<file path="config.mk">
export PLATFORM = sky130hd
export DESIGN_NAME = context_scheduler
export DESIGN_NICKNAME = d
export VERILOG_FILES = /design/src/rtl/context_scheduler.sv
export SDC_FILE = /design/constraint.sdc
export NUM_CORES = 1
export LEC_CHECK = 0
export ABC_CLOCK_PERIOD_IN_PS = 4000
export CORE_UTILIZATION = 59
export DETAILED_ROUTE_END_ITERATION = 10
export PLACE_DENSITY = 0.8
export SLEW_MARGIN = 5
export SYNTH_ARGS = -nofsm -noshare
export SYNTH_HDL_FRONTEND = slang
export SYNTH_SLANG_ARGS = --single-unit
</file>
<file path="constraint.sdc">
create_clock -name clock -period 4 [get_ports clock]
set_input_delay 0.8 -clock clock [delete_from_list [all_inputs] [get_ports clock]]
set_output_delay 0.8 -clock clock [all_outputs]
set_load 0.03 [all_outputs]
</file>
<file path="src/rtl/context_scheduler.sv">
// Per-program run table plus round-robin selector that hands the next runnable
// user program back to the program counter with a one-cycle load strobe.
module context_scheduler #(
    parameter int NPROG      = 8,
    parameter int PW         = 3,
    parameter int FIRST_USER = 2,
    parameter int SLOT       = 200
) (
    input  logic          clock,
    input  logic          reset,
    input  logic          load_req,
    input  logic [PW-1:0] load_prog,
    input  logic [31:0]   load_pc,
    input  logic          save_req,
    input  logic [PW-1:0] save_prog,
    input  logic [31:0]   save_pc,
    input  logic          end_req,
    input  logic [PW-1:0] end_prog,
    input  logic          sched_req,
    output logic [PW-1:0] next_prog,
    output logic [31:0]   next_pc,
    output logic          lpc,
    output logic          busy,
    output logic          none
);

    localparam int NUSER = NPROG - FIRST_USER;
    localparam logic [PW:0] CNT_LAST = (PW+1)'(NUSER - 1);

    localparam logic [1:0] IDLE  = 2'd0;
    localparam logic [1:0] SCAN  = 2'd1;
    localparam logic [1:0] ISSUE = 2'd2;

    logic [NPROG-1:0] valid_q, valid_d;
    logic [31:0]      pc_q [NPROG];
    logic [31:0]      pc_d [NPROG];
    logic [1:0]       state_q, state_d;
    logic [PW-1:0]    last_q, last_d;
    logic [PW-1:0]    cand_q, cand_d;
    logic [PW:0]      cnt_q, cnt_d;
    logic [PW-1:0]    next_prog_q, next_prog_d;
    logic [31:0]      next_pc_q, next_pc_d;
    logic             lpc_q, lpc_d;
    logic             busy_q, busy_d;
    logic             none_q, none_d;

    function automatic logic [PW-1:0] next_id(input logic [PW-1:0] x);
        if (int'(x) >= NPROG - 1 || int'(x) < FIRST_USER)
            return PW'(FIRST_USER);
        return x + PW'(1);
    endfunction

    function automatic logic writable(input logic [PW-1:0] id);
        return (int'(id) >= FIRST_USER) && (int'(id) < NPROG);
    endfunction

    // Later writes override earlier ones: save after load, end last of all.
    always_comb begin
        valid_d = valid_q;
        pc_d    = pc_q;
        if (load_req && writable(load_prog)) begin
            valid_d[load_prog] = 1'b1;
            pc_d[load_prog]    = load_pc;
        end
        if (save_req && writable(save_prog) && valid_d[save_prog])
            pc_d[save_prog] = save_pc - 32'(save_prog) * 32'(SLOT);
        if (end_req && writable(end_prog))
            valid_d[end_prog] = 1'b0;
    end

    always_comb begin
        state_d     = state_q;
        last_d      = last_q;
        cand_d      = cand_q;
        cnt_d       = cnt_q;
        next_prog_d = next_prog_q;
        next_pc_d   = next_pc_q;
        lpc_d       = 1'b0;
        busy_d      = busy_q;
        none_d      = none_q;
        case (state_q)
            IDLE: begin
                if (sched_req) begin
                    none_d  = 1'b0;
                    busy_d  = 1'b1;
                    cand_d  = next_id(last_q);
                    cnt_d   = '0;
                    state_d = SCAN;
                end
            end
            SCAN: begin
                // Candidate validity is the table as of the previous edge.
                if (valid_q[cand_q]) begin
                    next_prog_d = cand_q;
                    next_pc_d   = pc_q[cand_q];
                    last_d      = cand_q;
                    lpc_d       = 1'b1;
                    state_d     = ISSUE;
                end else if (cnt_q == CNT_LAST) begin
                    none_d  = 1'b1;
                    busy_d  = 1'b0;
                    state_d = IDLE;
                end else begin
                    cand_d = next_id(cand_q);
                    cnt_d  = cnt_q + 1'b1;
                end
            end
            ISSUE: begin
                busy_d  = 1'b0;
                state_d = IDLE;
            end
            default: state_d = IDLE;
        endcase
    end

    always_ff @(posedge clock) begin
        if (!reset) begin
            valid_q     <= '0;
            for (int unsigned i = 0; i < NPROG; i++)
                pc_q[i] <= '0;
            state_q     <= IDLE;
            last_q      <= PW'(NPROG - 1);
            cand_q      <= '0;
            cnt_q       <= '0;
            next_prog_q <= '0;
            next_pc_q   <= '0;
            lpc_q       <= 1'b0;
            busy_q      <= 1'b0;
            none_q      <= 1'b0;
        end else begin
            valid_q     <= valid_d;
            pc_q        <= pc_d;
            state_q     <= state_d;
            last_q      <= last_d;
            cand_q      <= cand_d;
            cnt_q       <= cnt_d;
            next_prog_q <= next_prog_d;
            next_pc_q   <= next_pc_d;
            lpc_q       <= lpc_d;
            busy_q      <= busy_d;
            none_q      <= none_d;
        end
    end

    assign next_prog = next_prog_q;
    assign next_pc   = next_pc_q;
    assign lpc       = lpc_q;
    assign busy      = busy_q;
    assign none      = none_q;

endmodule

</file>
* After elaboration in Yosys (flattened, before gate mapping)
Index checks and enable logic that the tools add are counted.
Word-level totals: bits in registers 314, logic and storage cells 127, output and inout bits 38, bits of input ports 79
Operators by class: $lt $le $gt $ge 18, bitwise gates (word level) 6, add/subtract/negate cells 4, reduce and logical (&&, ||, !) cells 19, multipliers 1, muxes and demuxes 53, equal/unequal tests 8
Operator list (number):
- bitwise mux 256 bit | 2
- two-way mux 256 bit | 2
- demux 32 bit (select 3 bit) | 2
- two-way mux 32 bit | 4
- binary-select mux 32 bit (select 3 bit) | 1
- subtractor 32 x 11 -> 32 bit | 1
- two-way mux 3 bit | 7
- two-way mux 1 bit | 18
- < comparator 3 x 4 -> 1 bit (second input constant) | 4
- two-way mux 8 bit | 2
- >= comparator 4 bit (second input constant) | 3
- two-way mux 4 bit | 3
- NOT 3 -> 4 bit | 3
- AND reduction 4 bit | 3
- >= comparator 3 x 2 -> 1 bit (second input constant) | 3
- AND 8 bit | 1
- logical AND 1 bit | 8
- < comparator 4 x 1 -> 1 bit (second input constant) | 2
- multiplier 3 x 5 -> 8 bit (second input constant) | 1
- inequality test 2 bit (second input constant) | 4
- NOT 8 bit | 1
- bitwise OR 8 bit | 1
- one-hot mux 4 bit (2 select lines) | 1
- adder 3 x 1 -> 3 bit (second input constant) | 2
- other kinds (20) | 30

* Logic depth before layout (Yosys ltp)
depth in word-level cells 10, mapped depth 13, mapped depth without buffers 12

* Worst setup path before layout
Ideal clock, no wire load.
kind input to register, start point input save_prog[1], end point register pc_q[26] (netlist bit), data arrival time 3.371 ns, required time 3.866 ns, buffers on the path 1, path slack 0.495 ns, stages on the path 13, library setup time 0.134 ns, cell sequence inv_1 > ha_1 > ha_1 > ha_1 > inv_1 > ha_1 > clkbuf_1 > a21o_1 > a21oi_1 > nand2_1 > or3_1 > xor2_1 > a21oi_1
On the way: cells in the longest elaborated chain, start to end 7, elaborated cells on any way between the ends 15, those cells by class add/sub (1); mul (1); order compare (3); mux (6); bitwise (1); reduce/logical (3)
Ends and longest elaborated chain:
- start, declared | RTL line 15 | input logic [PW-1:0] save_prog,
- parallel branches: the longest is 6 deep, another holds subtractor 32 x 11 -> 32 bit
- two-way mux 256 bit * | RTL line 65 | if (save_req && writable(save_prog) && valid_d[save_prog])
- end signal, assigned | RTL line 132 | pc_q <= pc_d;
- end, declared | RTL line 35 | logic [31:0] pc_q [NPROG];
Every way passes the cells marked *. The select of a mux whose other input is x is not followed. A chain may end at the register's enable or synchronous reset.

* Worst setup path in the final report
start point input save_prog[1], end point register pc_q[42] (netlist bit)
Same word-level chain as after synthesis.

==> impl_metrics.py <==
metrics = {
    "clocking": {
        "cts_sinks": 314,
        "cts-root-buf": "sky130_fd_sc_hd__clkbuf_16",
        "hold_fix_buffers_at_cts": 0,
        "cts_resized": 0,
        "tritoncts": "built",
        "numCtsBuffers": 34,
        "cts_buffer_depth": 3,
        "cts.htree.levels": 2,
        "cts_setup_buffers": 0,
        "cts.reportedPaths.clkPinSlew_ns": 0.06,
        "clock_insertion_delay_worst_skew_ns": 0.51,
    },
    "routing": {
        "drt-pass1-iter-count": 8,
        "met2_length_um": 21200,
        "wl_met3_um": 4280,
        "route.vias.total": 13758,
        "drt.antenna.violating_nets": 0,
        "iteration_0_drc_count_of_the_detailed_router": 1600,
        "top_layer_used": "met4",
        "drc": 22,
        "wl_per_cell_um": 22.0,
        "final_routed_wirelength_um": 46000,
        "wl_met1_um": 19200,
        "viasPerCell": 6.58,
    },
    "floorplan": {
        "die_w_um": 166,
        "starting_utilization_of_the_core_area": 0.606,
        "ioPinCount": 117,
        "fp-row-count": 59,
        "die_area_um2": 27600,
        "core_area_um2": 26200,
        "die_h_um": 166,
    },
    "layout": {
        "fillers": 1921,
        "register_area_um2": 6290,
        "finish.instance_area_um2": 18500,
        "layout.nets": 1834,
        "multi_input_comb_area_um2": 8840,
        "finalNonFillerCells": 2091,
        "area_delta_synth_final_pct": 16.3,
        "post_route_cells_drive_above_1_share": 0.173,
    },
    "sta": {
        "final.setup_skew_ns": 0.0125,
        "max_slew_vio_count": 0,
        "worst_slew_pin_slew_ns": 1.23,
        "final.setup.tns_ns": 0,
        "grt_setup_unrepaired": "no",
        "final.hold.worst_slack_ns": 0.457,
        "setup_violations": 0,
        "fmax_mhz": 269,
        "share_of_the_clock_period_used_by_the_worst_path": 0.928,
        "maxSlewHeadroom": 0.169,
        "final-hold-violation-count": 0,
        "final_period_minus_worst_setup_slack_ns": 3.71,
    },
    "status": {
        "run_status": "complete, but fails checks",
        "violated_checks": "design-rule violations",
    },
    "setup_path": {
        "cp_common_cell": "sky130_fd_sc_hd__ha_1",
        "timing.critical_path.slowest_cell_delay_ns": 0.99,
        "cp-start-kind": "primary input",
        "cp_data_arrival_time_ns": 4.11,
        "worstSetupEndpointType": "flop",
        "path_delay_family": "compound AO/OA/AOI/OAI gates",
        "cp_max_fo": 8,
        "critPathBufInv": 4,
        "timing.critical_path.cells": "clkdlybuf4s50_1, inv_1, ha_1, ha_1, ha_1, inv_1, ha_1, buf_4, nand2_1, o311ai_1, nor2_1, a211oi_1",
        "worstSetupPathType": "primary input to flop",
        "critical_path_required_ns": 4.40,
        "cell_with_the_largest_stage_delay_on_the_worst_path": "sky130_fd_sc_hd__o311ai_1",
    },
    "yosys": {
        "syn-mean-instance-area_um2": 9.51,
        "synth-seq-area-share": 0.396,
        "yosys_cell_types": 64,
        "synthCells": 1669,
        "synth_top_flop_cell": "sky130_fd_sc_hd__dfxtp_1",
        "postSynthNetCount": 1774,
        "seq_cells_post_synth": 314,
        "synth_area_um2": 15900,
        "asyncSetResetFlopFracSynth": 0,
        "yosys_warnings": 0,
        "synth-edff-count": 0,
    },
    "power_and_ir_drop": {
        "leakagePower_uw": 0.00693,
        "power_density_nw_per_um2": 395,
        "power.ir.vdd_worst_uv": 301,
    },
    "flow_run": {
        "max-cap-violations": 0,
    },
    "placement": {
        "port_buffers": 116,
        "dpl_cell_area_um2": 17400,
        "gp_congestion": 0.909,
        "numPlacedInstances": 2028,
        "place_hpwl_um": 27100,
    },
    "global_routing": {
        "grt_pass1_vias": 13568,
        "track_usage": 0.330,
        "globalRoute.totalOverflow": 0,
        "grt_max_degree": 125,
        "number_of_antenna_violations_at_the_first_check_in_global_routing": 2,
        "grt_pass1_wl_um": 72200,
    },
    "worst_hold_path": {
        "min_path_type": "flop to flop",
    },
}
per-stage QoR:
| stage | power [µW] | utilization | setup slack [ns] |
|---|---|---|---|
| detailed placement | 4220 | 0.662 | -0.0498 |
| finish | 7290 | 0.705 | 0.287 |
| global route | 7500 | 0.704 | 0.126 |
| CTS | 7280 | 0.704 | 0.374 |
| floorplan | 3880 | - | 0.495 |
| global placement | 4200 | 0.662 | 0.0680 |
Yosys cell counts, types with 5 or more instances:
master	number	share of area
sky130_fd_sc_hd__a21oi_1	161	0.051
sky130_fd_sc_hd__nand2_1	113	0.027
sky130_fd_sc_hd__buf_1	11	0.0026
sky130_fd_sc_hd__nand2b_1	5	0.0020
sky130_fd_sc_hd__a211oi_1	121	0.057
sky130_fd_sc_hd__xor2_1	12	0.0066
sky130_fd_sc_hd__ha_1	25	0.020
sky130_fd_sc_hd__mux4_2	66	0.094
sky130_fd_sc_hd__nor2_1	153	0.036
sky130_fd_sc_hd__inv_1	25	0.0059
sky130_fd_sc_hd__buf_4	5	0.0024
sky130_fd_sc_hd__nand3_1	20	0.0063
sky130_fd_sc_hd__nor3_1	12	0.0038
sky130_fd_sc_hd__and3_1	11	0.0043
sky130_fd_sc_hd__a311oi_1	11	0.0061
sky130_fd_sc_hd__and2_1	5	0.0020
sky130_fd_sc_hd__buf_2	47	0.015
sky130_fd_sc_hd__and4_1	5	0.0028
sky130_fd_sc_hd__clkbuf_1	85	0.020
sky130_fd_sc_hd__mux2i_1	102	0.064
sky130_fd_sc_hd__o21ai_0	157	0.049
sky130_fd_sc_hd__nor2b_1	17	0.0067
sky130_fd_sc_hd__mux2_2	105	0.074
sky130_fd_sc_hd__xnor2_1	14	0.0077
sky130_fd_sc_hd__dfxtp_1	314	0.40
cell families after synthesis:
logic type / share of synthesized area
AO/OA/AOI/OAI: 0.181
AND/OR/NAND/NOR: 0.108
buffers and inverters: 0.0474
XOR/XNOR: 0.0143
adder cells (fa/ha/maj): 0.0210
multiplexers: 0.232
flip-flops: 0.396
flip-flops by register name, indices dropped and copies added (netlist names):
signal     cells
none           1
cand_q         3
last_q         3
valid_q        8
pc_q         256
state_q        2
cnt_q          4
busy           1
next_prog      3
next_pc       32
lpc            1
power breakdown:
| group | internal [µW] | switching [µW] |
|---|---|---|
| clock | 1830 | 1280 |
| sequential | 3220 | 61.9 |
| combinational | 379 | 523 |
| total | 5430 | 1860 |
cells in the final DEF (no fill, tap or decap), types with 4 or more instances in the layout:
cell type | Yosys | final
sky130_fd_sc_hd__clkbuf_1 | 85 | 8
sky130_fd_sc_hd__or3_1 | 4 | 4
sky130_fd_sc_hd__nor2_1 | 153 | 153
sky130_fd_sc_hd__clkbuf_8 | 0 | 8
sky130_fd_sc_hd__nor2b_1 | 17 | 17
sky130_fd_sc_hd__mux4_2 | 66 | 66
sky130_fd_sc_hd__inv_1 | 25 | 24
sky130_fd_sc_hd__dfxtp_1 | 314 | 311
sky130_fd_sc_hd__nand2_1 | 113 | 113
sky130_fd_sc_hd__buf_12 | 0 | 8
sky130_fd_sc_hd__mux2_2 | 105 | 105
sky130_fd_sc_hd__nor3_1 | 12 | 12
sky130_fd_sc_hd__mux2i_1 | 102 | 102
sky130_fd_sc_hd__nand2b_1 | 5 | 5
sky130_fd_sc_hd__nand4b_1 | 4 | 4
sky130_fd_sc_hd__o211ai_1 | 4 | 4
sky130_fd_sc_hd__clkdlybuf4s50_1 | 0 | 115
sky130_fd_sc_hd__a311oi_1 | 11 | 11
sky130_fd_sc_hd__a211oi_1 | 121 | 121
sky130_fd_sc_hd__a221oi_1 | 4 | 4
sky130_fd_sc_hd__clkinv_2 | 0 | 5
sky130_fd_sc_hd__ha_1 | 25 | 25
sky130_fd_sc_hd__and2_1 | 5 | 4
sky130_fd_sc_hd__buf_4 | 5 | 53
sky130_fd_sc_hd__nand3_1 | 20 | 20
sky130_fd_sc_hd__xor2_1 | 12 | 12
sky130_fd_sc_hd__xnor2_1 | 14 | 14
sky130_fd_sc_hd__clkbuf_16 | 0 | 35
sky130_fd_sc_hd__a21oi_1 | 161 | 161
sky130_fd_sc_hd__o21ai_0 | 157 | 157
sky130_fd_sc_hd__and3_1 | 11 | 11
cell type report:
type,instances,share of cell area
Inverter,25,0.00522
Clock inverter,9,0.00434
Sequential cell,314,0.341
Timing Repair Buffer,176,0.0926
Antenna cell,3,0.000407
Multi-Input combinational cell,1178,0.479
Clock buffer,51,0.0550
Tap cell,335,0.0227
worst min-delay path, cell delays in order, from the launching register on:
cell	delay [ns]
sky130_fd_sc_hd__dfxtp_1	0.31
sky130_fd_sc_hd__nand2_1	0.05
sky130_fd_sc_hd__a21oi_1	0.05
metal layers:
| metal | up-vias | track usage |
|---|---|---|
| li1 | 6248 | - |
| met5 | - | 0 |
| met3 | 107 | 0.0593 |
| met4 | 0 | 0.132 |
| met2 | 700 | 0.533 |
| met1 | 6703 | 0.438 |
path summary, 6_finish.rpt:
path	end	cells after the start	startpoint	slack [ns]
min	next_prog[0]	2	next_prog[0]	0.46
max reg2reg	next_pc[29]	6	cand_q[1]	1.32
max	pc_q[42]	12	save_prog[1]	0.29
min reg2reg	next_prog[0]	2	next_prog[0]	0.46
No activity file was read; power rests on OpenSTA's default activity.
